## config.mk

```make
export PLATFORM = sky130hd
export DESIGN_NAME = ae_seq_core
export DESIGN_NICKNAME = d
export VERILOG_FILES = /design/src/rtl/ae_seq_core.sv
export SDC_FILE = /design/constraint.sdc
export NUM_CORES = 2
export LEC_CHECK = 0
export ABC_AREA = 1
export BUFFER_PORTS_ARGS = -buffer_cell sky130_fd_sc_hd__buf_2
export CAP_MARGIN = 5
export CORE_MARGIN = 2
export CORE_UTILIZATION = 55
export DETAILED_ROUTE_END_ITERATION = 6
export GPL_ROUTABILITY_DRIVEN = 1
export PLACE_DENSITY_LB_ADDON = 0.08
export RECOVER_POWER = 25
export SETUP_SLACK_MARGIN = 0.05
export SLEW_MARGIN = 15
export SYNTH_ARGS = -nofsm -noshare
export SYNTH_HDL_FRONTEND = slang
export SYNTH_SLANG_ARGS = --single-unit
```

## constraint.sdc

```tcl
create_clock -name clock -period 15.9 [get_ports clock]
set_clock_uncertainty 0.15 [all_clocks]
set_input_delay 1.59 -clock clock [delete_from_list [all_inputs] [get_ports clock]]
set_output_delay 1.59 -clock clock [all_outputs]
set_load 0.1 [all_outputs]
```

## src/rtl/ae_seq_core.sv

```systemverilog
// Self-sequencing fixed-point compute core: host-loaded program, FETCH/EXEC/WB sequencer, MAC and activations.
// Build option: define AE_SAT_EN to saturate ADD/SUB/MUL/MAC/DEC instead of wrapping.
module ae_seq_core #(
    parameter int DATA_W = 16,
    parameter int FRAC_W = 8,
    parameter int REG_AW = 4,
    parameter int PC_W   = 5
) (
    input  logic              clock,
    input  logic              reset,
    input  logic              start,
    output logic              busy,
    output logic              done,
    output logic              err,
    input  logic              prog_we,
    input  logic [PC_W-1:0]   prog_addr,
    input  logic [15:0]       prog_data,
    input  logic              host_we,
    input  logic [REG_AW-1:0] host_addr,
    input  logic [DATA_W-1:0] host_wdata,
    output logic [DATA_W-1:0] host_rdata,
    output logic [2:0]        dbg_state
);
    typedef enum logic [2:0] {S_IDLE, S_FETCH, S_EXEC, S_WB, S_DONE} state_t;

    localparam int NREG  = 1 << REG_AW;
    localparam int NPROG = 1 << PC_W;
    // Wide enough for any full product plus an accumulate without overflow.
    localparam int XW    = 2 * DATA_W + 2;
    localparam logic signed [XW-1:0] C_LSB  = XW'(1);
    localparam logic signed [XW-1:0] C_ONE  = C_LSB <<< FRAC_W;
    localparam logic signed [XW-1:0] C_HALF = C_LSB <<< (FRAC_W - 1);
`ifdef AE_SAT_EN
    localparam logic signed [XW-1:0] C_MAX  = (C_LSB <<< (DATA_W - 1)) - C_LSB;
    localparam logic signed [XW-1:0] C_MIN  = -(C_LSB <<< (DATA_W - 1));
`endif

    state_t              r_state;
    logic [PC_W-1:0]     r_pc;
    logic [15:0]         r_ir;
    logic [DATA_W-1:0]   r_res;
    logic                r_take;
    logic                r_busy;
    logic                r_done;
    logic                r_err;
    logic [DATA_W-1:0]   r_host_rdata;
    logic [DATA_W-1:0]   r_regs [NREG];
    logic [15:0]         r_prog [NPROG];

    logic [3:0]               w_op;
    logic [REG_AW-1:0]        w_src1;
    logic [REG_AW-1:0]        w_src2;
    logic [REG_AW-1:0]        w_dst;
    logic signed [DATA_W-1:0] w_s1;
    logic signed [DATA_W-1:0] w_s2;
    logic signed [DATA_W-1:0] w_sd;
    logic signed [XW-1:0]     w_a;
    logic signed [XW-1:0]     w_b;
    logic signed [XW-1:0]     w_d;
    logic signed [XW-1:0]     w_mul;
    logic signed [XW-1:0]     w_hs;
    logic [DATA_W-1:0]        w_result;
    logic                     w_writes;
    logic                     w_take;
    logic [7:0]               w_target8;
    logic [PC_W-1:0]          w_target;

    function automatic logic [DATA_W-1:0] fit(input logic signed [XW-1:0] v);
`ifdef AE_SAT_EN
        if (v > C_MAX) return C_MAX[DATA_W-1:0];
        if (v < C_MIN) return C_MIN[DATA_W-1:0];
        return v[DATA_W-1:0];
`else
        return v[DATA_W-1:0];
`endif
    endfunction

    function automatic logic [DATA_W-1:0] trunc(input logic signed [XW-1:0] v);
        return v[DATA_W-1:0];
    endfunction

    assign w_op      = r_ir[15:12];
    assign w_src1    = r_ir[8 +: REG_AW];
    assign w_src2    = r_ir[4 +: REG_AW];
    assign w_dst     = r_ir[0 +: REG_AW];
    assign w_s1      = r_regs[w_src1];
    assign w_s2      = r_regs[w_src2];
    assign w_sd      = r_regs[w_dst];
    assign w_a       = {{(XW-DATA_W){w_s1[DATA_W-1]}}, w_s1};
    assign w_b       = {{(XW-DATA_W){w_s2[DATA_W-1]}}, w_s2};
    assign w_d       = {{(XW-DATA_W){w_sd[DATA_W-1]}}, w_sd};
    assign w_mul     = (w_a * w_b) >>> FRAC_W;
    assign w_writes  = (w_op >= 4'h1) && (w_op <= 4'h8);
    assign w_take    = (w_op == 4'h9) && (w_s1 != '0);
    assign w_target8 = r_ir[7:0];
    assign w_target  = w_target8[PC_W-1:0];

    always_comb begin
        w_hs     = (w_a >>> 2) + C_HALF;
        w_result = '0;
        case (w_op)
            4'h1: w_result = fit(w_a + w_b);
            4'h2: w_result = fit(w_a - w_b);
            4'h3: w_result = fit(w_mul);
            4'h4: w_result = fit(w_d + w_mul);
            4'h5: w_result = w_s1[DATA_W-1] ? '0 : w_s1;
            4'h6: begin
                if (w_hs[XW-1])      w_result = '0;
                else if (w_hs > C_ONE) w_result = C_ONE[DATA_W-1:0];
                else                 w_result = w_hs[DATA_W-1:0];
            end
            4'h7: w_result = trunc((w_a * (C_ONE - w_a)) >>> FRAC_W);
            4'h8: w_result = fit(w_a - C_LSB);
            default: w_result = '0;
        endcase
    end

    // Program memory has no reset so a reset mid-run leaves the loaded program intact.
    always_ff @(posedge clock) begin
        if (prog_we && (r_state == S_IDLE)) r_prog[prog_addr] <= prog_data;
    end

    always_ff @(posedge clock or posedge reset) begin
        if (reset) begin
            r_state      <= S_IDLE;
            r_pc         <= '0;
            r_ir         <= '0;
            r_res        <= '0;
            r_take       <= 1'b0;
            r_busy       <= 1'b0;
            r_done       <= 1'b0;
            r_err        <= 1'b0;
            r_host_rdata <= '0;
            for (int i = 0; i < NREG; i++) r_regs[i] <= '0;
        end else begin
            r_host_rdata <= r_regs[host_addr];
            r_done       <= 1'b0;
            case (r_state)
                S_IDLE: begin
                    if (host_we) r_regs[host_addr] <= host_wdata;
                    if (start) begin
                        r_state <= S_FETCH;
                        r_pc    <= '0;
                        r_err   <= 1'b0;
                        r_busy  <= 1'b1;
                    end
                end
                S_FETCH: begin
                    r_ir    <= r_prog[r_pc];
                    r_state <= S_EXEC;
                end
                S_EXEC: begin
                    r_res  <= w_result;
                    r_take <= w_take;
                    if (w_op == 4'hF) begin
                        r_state <= S_DONE;
                        r_busy  <= 1'b0;
                        r_done  <= 1'b1;
                    end else begin
                        r_state <= S_WB;
                    end
                end
                S_WB: begin
                    if (w_writes) r_regs[w_dst] <= r_res;
                    if (r_take) begin
                        r_pc    <= w_target;
                        r_state <= S_FETCH;
                    end else if (r_pc == '1) begin
                        // Falling off the end of program memory is an error, not a wrap.
                        r_err   <= 1'b1;
                        r_done  <= 1'b1;
                        r_busy  <= 1'b0;
                        r_state <= S_DONE;
                    end else begin
                        r_pc    <= r_pc + 1'b1;
                        r_state <= S_FETCH;
                    end
                end
                S_DONE: r_state <= S_IDLE;
                default: r_state <= S_IDLE;
            endcase
        end
    end

    assign busy       = r_busy;
    assign done       = r_done;
    assign err        = r_err;
    assign host_rdata = r_host_rdata;
    assign dbg_state  = r_state;
endmodule

```

==> results_dict.tcl <==
set metrics [dict create \
    clkTransAtPathRegs_ns 0.06 \
    r2r_end "r_res[15]" \
    post_cts_buffers 0 \
    ys_ff_latch 828 \
    clock_sinks 828 \
    synthArstFlopShare_pct 38.2 \
    cpPeakStageDelay_ns 0.82 \
    vias 55100 \
    whs_path_depth 2 \
    dp_hpwl_um 144000 \
    synth_xor_area_share_pct 0.605 \
    rows 121 \
    wire_per_inst_um 26.5 \
    slowest_stage "dfrtp_4" \
    layout_setup_ws_ns 5.02 \
    synthTopCellsByArea "edfxtp_1, dfrtp_1, fa_1" \
    grt_pass1_wl_um 336000 \
    max_cap_viol_count 13 \
    hold_viol 0 \
    violations "design-rule violations, max-capacitance violations, max-slew violations" \
    cts-resized-gates 0 \
    ios 68 \
    die_area_mm2 0.113 \
    ys_top_cells_by_count "nand2_1, inv_1, o21ai_0" \
    reg2reg_depth 44 \
    area_delta_synth_final_pct 7.26 \
    syn_inst 7242 \
    grt-ovfl-total 0 \
    hold_path_class "reg -> reg" \
    yosysWarnings 0 \
    synth_top_family_by_area "compound AO/OA/AOI/OAI gates" \
    insertion_delay_ns 0.72 \
    synth_edf_count 512 \
    die_w_um 336 \
    grt_max_degree 123 \
    synthAdderAreaFrac_pct 16.3 \
    fin_nets 7674 \
    fin_tns_setup_ns 0 \
    portBuffers 67 \
    ys_types 60 \
    first_global_vias 52500 \
    r2r-start "r_ir[8]" \
    worstPathArrival_ns 11.33 \
    start_util_pct 55.5 \
    crit_type "reg -> reg" \
    vias_per_cell 6.44 \
    startpoint_type "flop" \
    min_from "r_res[0]" \
    antenna_left 0 \
    regToRegSetupSlack_ns 5.02 \
    avgSynthCellArea_um2 8.36 \
    outcome "complete, but fails checks" \
    cts_buffers 92 \
    grt_usage_pct 40.1 \
    dp_slack_ns 5.42 \
    synth_compound_area_share_pct 18.0 \
    holdBufCountCts 0 \
    cp.required_ns 16.35 \
    drc 42 \
    slew_headroom_pct -20.1 \
    netlist.area_leader.share_pct 25.4 \
    finalMaxSlewViolations 396 \
    cts_root_buffer "clkbuf_16" \
    tightest_slew_ns 1.80 \
    htree_levels 3 \
    globalplace.congestion 0.998 \
    fin_crit_sh_pct 68.4 \
    drt_first_iter_violations 7997 \
    antenna_found_initial 6 \
    synth_nets 7853 \
    synthMostInstantiatedCell "nand2_1" \
    routed_wl_um 227000 \
    synth-simple-area-share_pct 16.3 \
    synth_top_area_cell "edfxtp_1" \
    coreArea_mm2 0.109 \
    fmax_mhz 91.9 \
    clockBufferDepth 3 \
    hold_path_end "r_res[0]" \
    drive_gt1_share_pct 6.72 \
    rsz0062_at_grt "false" \
    netlist_area_mm2 0.0605 \
    fin_crit_ns 10.88 \
    synthFlopType "edfxtp_1" \
    cts_tree "done" \
    muxShareOfSynthArea_pct 0.0558 \
    crit_path_end_kind "flop" \
    setup_viol_count_final 0 \
    synth.yosys.seq_area_share_pct 38.5 \
    drt-pass1-iter-count 7 \
    die_y_um 336 \
    cpMostUsedCell "nand2_1" \
    cp_max_fo 83 \
]
[logic make-up (layout without fill, tap and decap cells)]
| kind of cell | after synthesis | in the layout |
|---|---|---|
| muxes | 3 | 3 |
| and+or+nand+nor | 2379 | 2379 |
| AOI/OAI and AO/OA | 1856 | 1856 |
| adders and majority gates | 565 | 565 |
| other | 0 | 3 |
| DFF | 828 | 828 |
| xor gates and xnor gates | 41 | 41 |
| buffers and inverters | 1570 | 1466 |
[per-stage QoR]
| stage | cell area, um^2 | hold slack [ns] | std cells | util, % |
|---|---|---|---|---|
| 4_1_cts | 65000 | 0.336 | 8552 | 59.6 |
| 5_1_grt | 64900 | 0.369 | 8552 | 59.6 |
| 3_3_place_gp | 61800 | 0.322 | 8383 | 56.7 |
| 3_5_place_dp | 61800 | 0.320 | 8383 | 56.7 |
| 6_report | 64900 | 0.341 | 8555 | 59.6 |
| 2_1_floorplan | 60500 | 0.299 | 7242 | - |
[state kept, by name (all words and copies together), names as in the netlist]
name	count
busy	1
r_regs	256
done	1
err	1
dbg_state	3
r_res	16
r_take	1
r_ir	16
r_prog	512
r_pc	5
host_rdata	16
[worst max-delay path, delay by kind of cell (launching register included)]
kind            cells  cell delay (ns)
simple gates       23             2.45
flops               1             0.82
xor+xnor            1             0.40
fa+ha+maj           8             3.82
compound gates      6             0.95
buf+inv             6             2.05
[worst max-delay path by stage]
stage                 start        end  slack, ns
floorplan             reset       busy       5.42
global placement    r_ir[8]  r_res[15]       5.54
detailed placement  r_ir[8]  r_res[15]       5.42
CTS                 r_ir[8]  r_res[15]       5.39
global route        r_ir[8]  r_res[15]       4.49
finish              r_ir[8]  r_res[15]       5.02
[layer usage]
metal  vias up  global-route usage [%]  wire (um)
met5         -                   0.128         61
met4        10                    20.9      14200
met3       883                    10.9      29200
met2      3795                    59.6      96900
met1     26400                    53.9      86500
li1      24000                       -          -
[placed cells by master (no fill, tap or decap), types with 13 or more instances in the layout]
cell type and n:
nand2_1 1264, inv_1 1050, o21ai_0 758, nor2_1 575
o22ai_1 533, edfxtp_1 512, fa_1 376, nand3_1 373
dfrtp_1 309, ha_1 189, a21oi_1 188, buf_4 135
clkbuf_16 93, o21ai_1 75, o221ai_1 72, a22oi_1 65
o211ai_1 64, buf_2 52, clkbuf_1 43, nand4_1 42
nand2_2 31, inv_2 27, xor2_1 27, nor2_2 24
clkinv_1 24, o32ai_1 24, nor3_1 21, a211oi_4 14
xnor2_1 13
[layout make-up]
cell class              instances  area [um^2]
inverters                    1095         4130
clock inverters                36          513
multi-input cells            4844        31300
repair buffers                202         1330
fillers                      9750        44100
diodes                          3         7.51
clock buffers                 133         2600
well taps                    1414         1770
flip-flops and latches        828        23300
Power is left out: the tool's default activity adds up to more than one toggle a clock period on the data nets, which glitch-free logic cannot reach.
